--- src/rtl/demux1to3_pkg.sv ---
// Shared select encoding and default widths for the buffered 1-to-3 demux.
package demux1to3_pkg;
  localparam int WIDTH_DEF = 8;
  localparam int CNT_W_DEF = 8;

  typedef enum logic [1:0] {
    SEL_A    = 2'b00,
    SEL_B    = 2'b01,
    SEL_C    = 2'b10,
    SEL_DROP = 2'b11
  } sel_e;
endpackage

--- src/rtl/demux_slot.sv ---
// One-entry output buffer: load visible the cycle after the edge; can_load stays
// high while full if the consumer drains in the same cycle (no bubble).
module demux_slot #(
  parameter int WIDTH = 8
) (
  input  logic             clk,
  input  logic             rst,
  input  logic             load,
  input  logic [WIDTH-1:0] load_data,
  input  logic             out_ready,
  output logic             out_valid,
  output logic [WIDTH-1:0] out_data,
  output logic             can_load
);
  logic             full_q, full_d;
  logic [WIDTH-1:0] data_q, data_d;

  always_comb begin
    full_d = full_q;
    data_d = data_q;
    if (full_q && out_ready) full_d = 1'b0;
    // A load overrides a simultaneous drain so the slot stays occupied.
    if (load) begin
      full_d = 1'b1;
      data_d = load_data;
    end
  end

  always_ff @(posedge clk or posedge rst) begin
    if (rst) begin
      full_q <= 1'b0;
      data_q <= '0;
    end else begin
      full_q <= full_d;
      data_q <= data_d;
    end
  end

  assign out_valid = full_q;
  assign out_data  = data_q;
  assign can_load  = ~full_q | out_ready;
endmodule

--- src/rtl/demux1to3_buf.sv ---
// Steers one valid/ready stream to three 1-entry buffered channels; sel 11 drops.
// Optional saturating drop counter enabled by DEMUX1TO3_DROP_CNT_EN.
module demux1to3_buf
  import demux1to3_pkg::*;
#(
  parameter int WIDTH = WIDTH_DEF
`ifdef DEMUX1TO3_DROP_CNT_EN
  , parameter int CNT_W = CNT_W_DEF
`endif
) (
  input  logic             clk,
  input  logic             rst,
  input  logic             in_valid,
  input  logic [WIDTH-1:0] in_data,
  input  logic [1:0]       sel,
  output logic             in_ready,
  output logic             out_valid_a,
  output logic [WIDTH-1:0] out_data_a,
  input  logic             out_ready_a,
  output logic             out_valid_b,
  output logic [WIDTH-1:0] out_data_b,
  input  logic             out_ready_b,
  output logic             out_valid_c,
  output logic [WIDTH-1:0] out_data_c,
  input  logic             out_ready_c
`ifdef DEMUX1TO3_DROP_CNT_EN
  , output logic [CNT_W-1:0] drop_count
`endif
);
  logic can_load_a, can_load_b, can_load_c;
  logic load_a, load_b, load_c;

  // in_ready depends only on sel and the selected slot, never on in_valid.
  always_comb begin
    in_ready = 1'b1;
    case (sel)
      SEL_A:   in_ready = can_load_a;
      SEL_B:   in_ready = can_load_b;
      SEL_C:   in_ready = can_load_c;
      default: in_ready = 1'b1;
    endcase
  end

  assign load_a = in_valid && (sel == SEL_A) && can_load_a;
  assign load_b = in_valid && (sel == SEL_B) && can_load_b;
  assign load_c = in_valid && (sel == SEL_C) && can_load_c;

  demux_slot #(.WIDTH(WIDTH)) u_slot_a (
    .clk(clk), .rst(rst), .load(load_a), .load_data(in_data),
    .out_ready(out_ready_a), .out_valid(out_valid_a), .out_data(out_data_a),
    .can_load(can_load_a)
  );

  demux_slot #(.WIDTH(WIDTH)) u_slot_b (
    .clk(clk), .rst(rst), .load(load_b), .load_data(in_data),
    .out_ready(out_ready_b), .out_valid(out_valid_b), .out_data(out_data_b),
    .can_load(can_load_b)
  );

  demux_slot #(.WIDTH(WIDTH)) u_slot_c (
    .clk(clk), .rst(rst), .load(load_c), .load_data(in_data),
    .out_ready(out_ready_c), .out_valid(out_valid_c), .out_data(out_data_c),
    .can_load(can_load_c)
  );

`ifdef DEMUX1TO3_DROP_CNT_EN
  logic [CNT_W-1:0] drop_cnt_q, drop_cnt_d;

  always_comb begin
    drop_cnt_d = drop_cnt_q;
    if (in_valid && (sel == SEL_DROP) && (drop_cnt_q != {CNT_W{1'b1}}))
      drop_cnt_d = drop_cnt_q + CNT_W'(1);
  end

  always_ff @(posedge clk or posedge rst) begin
    if (rst) drop_cnt_q <= '0;
    else     drop_cnt_q <= drop_cnt_d;
  end

  assign drop_count = drop_cnt_q;
`endif
endmodule

--- config.mk ---
export PLATFORM = sky130hd
export DESIGN_NAME = demux1to3_buf
export DESIGN_NICKNAME = d
export VERILOG_FILES = /design/src/rtl/demux1to3_pkg.sv /design/src/rtl/demux_slot.sv /design/src/rtl/demux1to3_buf.sv
export SDC_FILE = /design/constraint.sdc
export NUM_CORES = 1
export LEC_CHECK = 0
export ABC_AREA = 1
export BUFFER_PORTS_ARGS = -buffer_cell sky130_fd_sc_hd__buf_4
export CAP_MARGIN = 5
export CORE_ASPECT_RATIO = 0.8
export CORE_MARGIN = 3
export CORE_UTILIZATION = 45
export CTS_BUF_LIST = sky130_fd_sc_hd__clkbuf_8
export DETAILED_ROUTE_END_ITERATION = 12
export GPL_ROUTABILITY_DRIVEN = 0
export PLACE_DENSITY = 0.77
export SETUP_SLACK_MARGIN = 0.05
export SLEW_MARGIN = 20
export SYNTH_ARGS = -nofsm -noshare
export SYNTH_HDL_FRONTEND = slang
export SYNTH_SLANG_ARGS = --single-unit
--- constraint.sdc ---
create_clock -name clk -period 1.05 [get_ports clk]
set_input_delay 0.1575 -clock clk [delete_from_list [all_inputs] [get_ports clk]]
set_output_delay 0.1575 -clock clk [all_outputs]
set_load 0.01 [all_outputs]
==> metrics.cfg <==
[sta]
finalWorstSetupSlack_ns = -0.188
worst_clock_skew_ns = 0.00630
final.min_clock_period_ns = 1.24
grt_setup_unrepaired = true
final-setup-viol-count = 14
max_slew_margin_pct = 77.3
worst_slew_pin_slew_ns = 0.340
finalHoldViolCount = 0
setup_tns_ns = -0.564
finalCritPeriodShare_pct = 118
slew_violations = 0
fmax_mhz = 808

[place]
hpwl_um = 2160
io_buffers = 43
dp_slack_ns = 0.0295
dpl.cell_count = 206

[yosys]
syn_inst = 127
yosysSeqAreaShare_pct = 57.4
yosys_warnings = 0
ys_async_sr_fraction_pct = 100
ys_top_cells_by_area = dfrtp_1 (57%), nand2_1 (18%), nand4_1 (13%)
yosys-top-cells-count = nand2_1 (56), dfrtp_1 (27), nand4_1 (24)
syn-cell-area_um2 = 1180
synth_flop_cell = dfrtp_1
synth_edf_count = 0
ys_types = 12
synth_top_area_share_pct = 57.4
post-synth-top-count-cell = nand2_1
syn-num-nets = 143
yosys.area.top_type = dfrtp_1
ys_seq_elements = 27
avgSynthCellArea_um2 = 9.26

[outcome]
status = finished with violations
violations = setup timing

[global_routing]
grt-busiest-layer = met2
gr-usage-met2_pct = 34.3
grtUsageMet1_pct = 25.1
antenna_found_initial = 0
globalRoute.totalOverflow = 0
track_usage_pct = 20.3
grt_pass1_wl_um = 5120
grt_pass1_vias = 1105
grt_max_degree = 28
grtUsageMet3_pct = 4.97

[floorplanning]
core_um2 = 2310
die_area_um2 = 3270
rows = 15
start_util_pct = 50.9
io_pins = 44
die_x_um = 63.2
die_h_um = 51.7

[final_layout]
final_nets = 204
fillers = 168
layout.cells.non_filler = 221
drive_above_1_share_pct = 43.3
finish.utilization_pct = 78.4
syn_to_final_growth_pct = 53.9
n_antenna_cell = 0

[clock_tree]
clkLatencyLatePin_ns = 0.28
cts_tree = done
htreeDepth = 1
clkSinkCount = 27
clk_pin_slew_worst_paths_ns = 0.09
root_buffer = clkbuf_8
clock_path_buffers = 2
numCtsBuffers = 3

[worst_setup_path]
cp_max_fo = 2
cpMostUsedCell = nand2_2
crit_family = flip-flops
critical-path-max-stage-delay_ns = 0.41
cp_slowest_cell = dfrtp_1
critPathLaunch = u_slot_a.out_valid$_DFFE_PP0P_
arrival_ns = 1.08
worstPathCellList = nand2_2, nand2_2, nand3_2, buf_6
critPathLaunchType = flop
critical_path_class = flop to output pin
worstPathRequired_ns = 0.89
crit_buf_inv = 1
end_kind = output pin
timing.rr.start = u_slot_b.out_valid$_DFFE_PP0P_

[power]
switchingPower_w = 0.000853
p_leak_nw = 0.962
p_clk_share_pct = 21.5
switching_share_pct = 30.9
power_frac_comb_pct = 30.7
max-vdd-ir-drop_mv = 1.48
powerDensity_nw_per_um2 = 1520
intPower_w = 0.00190
seqPwrFrac_pct = 47.8

[drt]
drt_iter0_drc = 40
first_pass_iters = 4
drtAntennaViolNets = 0
post_drt_wl_per_cell_um = 15.9
drcViolationCount = 0
routed-via-count = 1180
viasPerCell = 5.34
finalWirelength_um = 3500

[hold_path]
min_from = in_data[4]
hold_path_class = input port to flop

[flow_run]
maxCapViolCount = 0

==> what timing repair did <==
action | in CTS | in global routing
hold buffers | 1 | 0
gates resized for setup | 7 | 16
pin swaps | 9 | 3
endpoints found under the hold margin | 27 | 0
setup buffers | 3 | 5
gates cloned | 0 | 3
endpoints found under the setup margin | 10 | 37
==> path summary, 6_finish.rpt <==
kind	endpoint	slack, ns	cells past startpoint
setup / recovery	in_ready	-0.19	4
min in group asynchronous	u_slot_c.out_valid$_DFFE_PP0P_	0.48	4
hold / removal	u_slot_c.out_data[4]$_DFFE_PP0P_	0.16	3
max in group asynchronous	u_slot_b.out_data[1]$_DFFE_PP0P_	0.31	4
setup reg to reg	u_slot_b.out_data[3]$_DFFE_PP0P_	-0.06	5
hold reg to reg	u_slot_b.out_data[6]$_DFFE_PP0P_	0.47	2
==> layout by cell type, fill, tap and decap left out, types with 3 or more instances in the layout <==
cell type and instances:
nand2_2 6, nand3_4 6, nand4_1 24, buf_6 10, dfrtp_1 27, clkbuf_8 3
nand2_1 49, buf_4 47, nor2_4 3, inv_1 4
==> power groups by stage <==
stage | sequential, W | clock (W) | combinational [W]
finish | 0.00132 | 0.000594 | 0.000846
global route | 0.00134 | 0.000644 | 0.000921
CTS | 0.00130 | 0.000599 | 0.000741
detailed placement | 0.00132 | 0 | 0.000710
global placement | 0.00132 | 0 | 0.000695
floorplan | 0.00140 | 0 | 0.000231
==> layout make-up <==
| type | instances | area [µm²] | area share [%] |
|---|---|---|---|
| Inverter | 6 | 22.5 | 1.24 |
| Sequential cell | 27 | 676 | 37.3 |
| Clock inverter | 1 | 5.00 | 0.276 |
| Tap cell | 34 | 42.5 | 2.35 |
| Multi-Input combinational cell | 92 | 548 | 30.3 |
| Clock buffer | 3 | 41.3 | 2.28 |
| Timing Repair Buffer | 58 | 475 | 26.3 |
==> routing by layer <==
layer | up-vias | wire [µm] | part of all wire, %
li1 | 554 | - | -
met1 | 557 | 1440 | 41
met2 | 60 | 1730 | 49
met3 | 9 | 255 | 7.3
met4 | 0 | 82 | 2.3
met5 | - | 0 | 0
==> through the flow <==
step	cell area, µm²	total power (W)	hold slack [ns]
2_1_floorplan	1190	0.00163	0.210
5_1_grt	1810	0.00290	0.178
4_1_cts	1680	0.00264	0.163
3_5_place_dp	1570	0.00203	0.243
6_report	1810	0.00276	0.161
3_3_place_gp	1570	0.00201	0.236
==> registers in the layout, indices dropped and copies added, names as in the netlist <==
name,cells
u_slot_b.out_data,8
u_slot_a.out_valid,1
u_slot_c.out_valid,1
u_slot_c.out_data,8
u_slot_b.out_valid,1
u_slot_a.out_data,8
==> cell families after synthesis <==
kind of cell	Yosys count	share of synthesized area (%)
and+or+nand+nor	89	38.7
DFF	27	57.4
buffers and inverters	11	3.83
==> worst reg2reg max path, cell delays in order, from the launching register on <==
cell and delay [ns]:
dfrtp_1 0.41, buf_4 0.16, nand2_4 0.13, buf_4 0.15, nand4_1 0.09, nand2_1 0.10
Power figures use the tool's default switching activity.
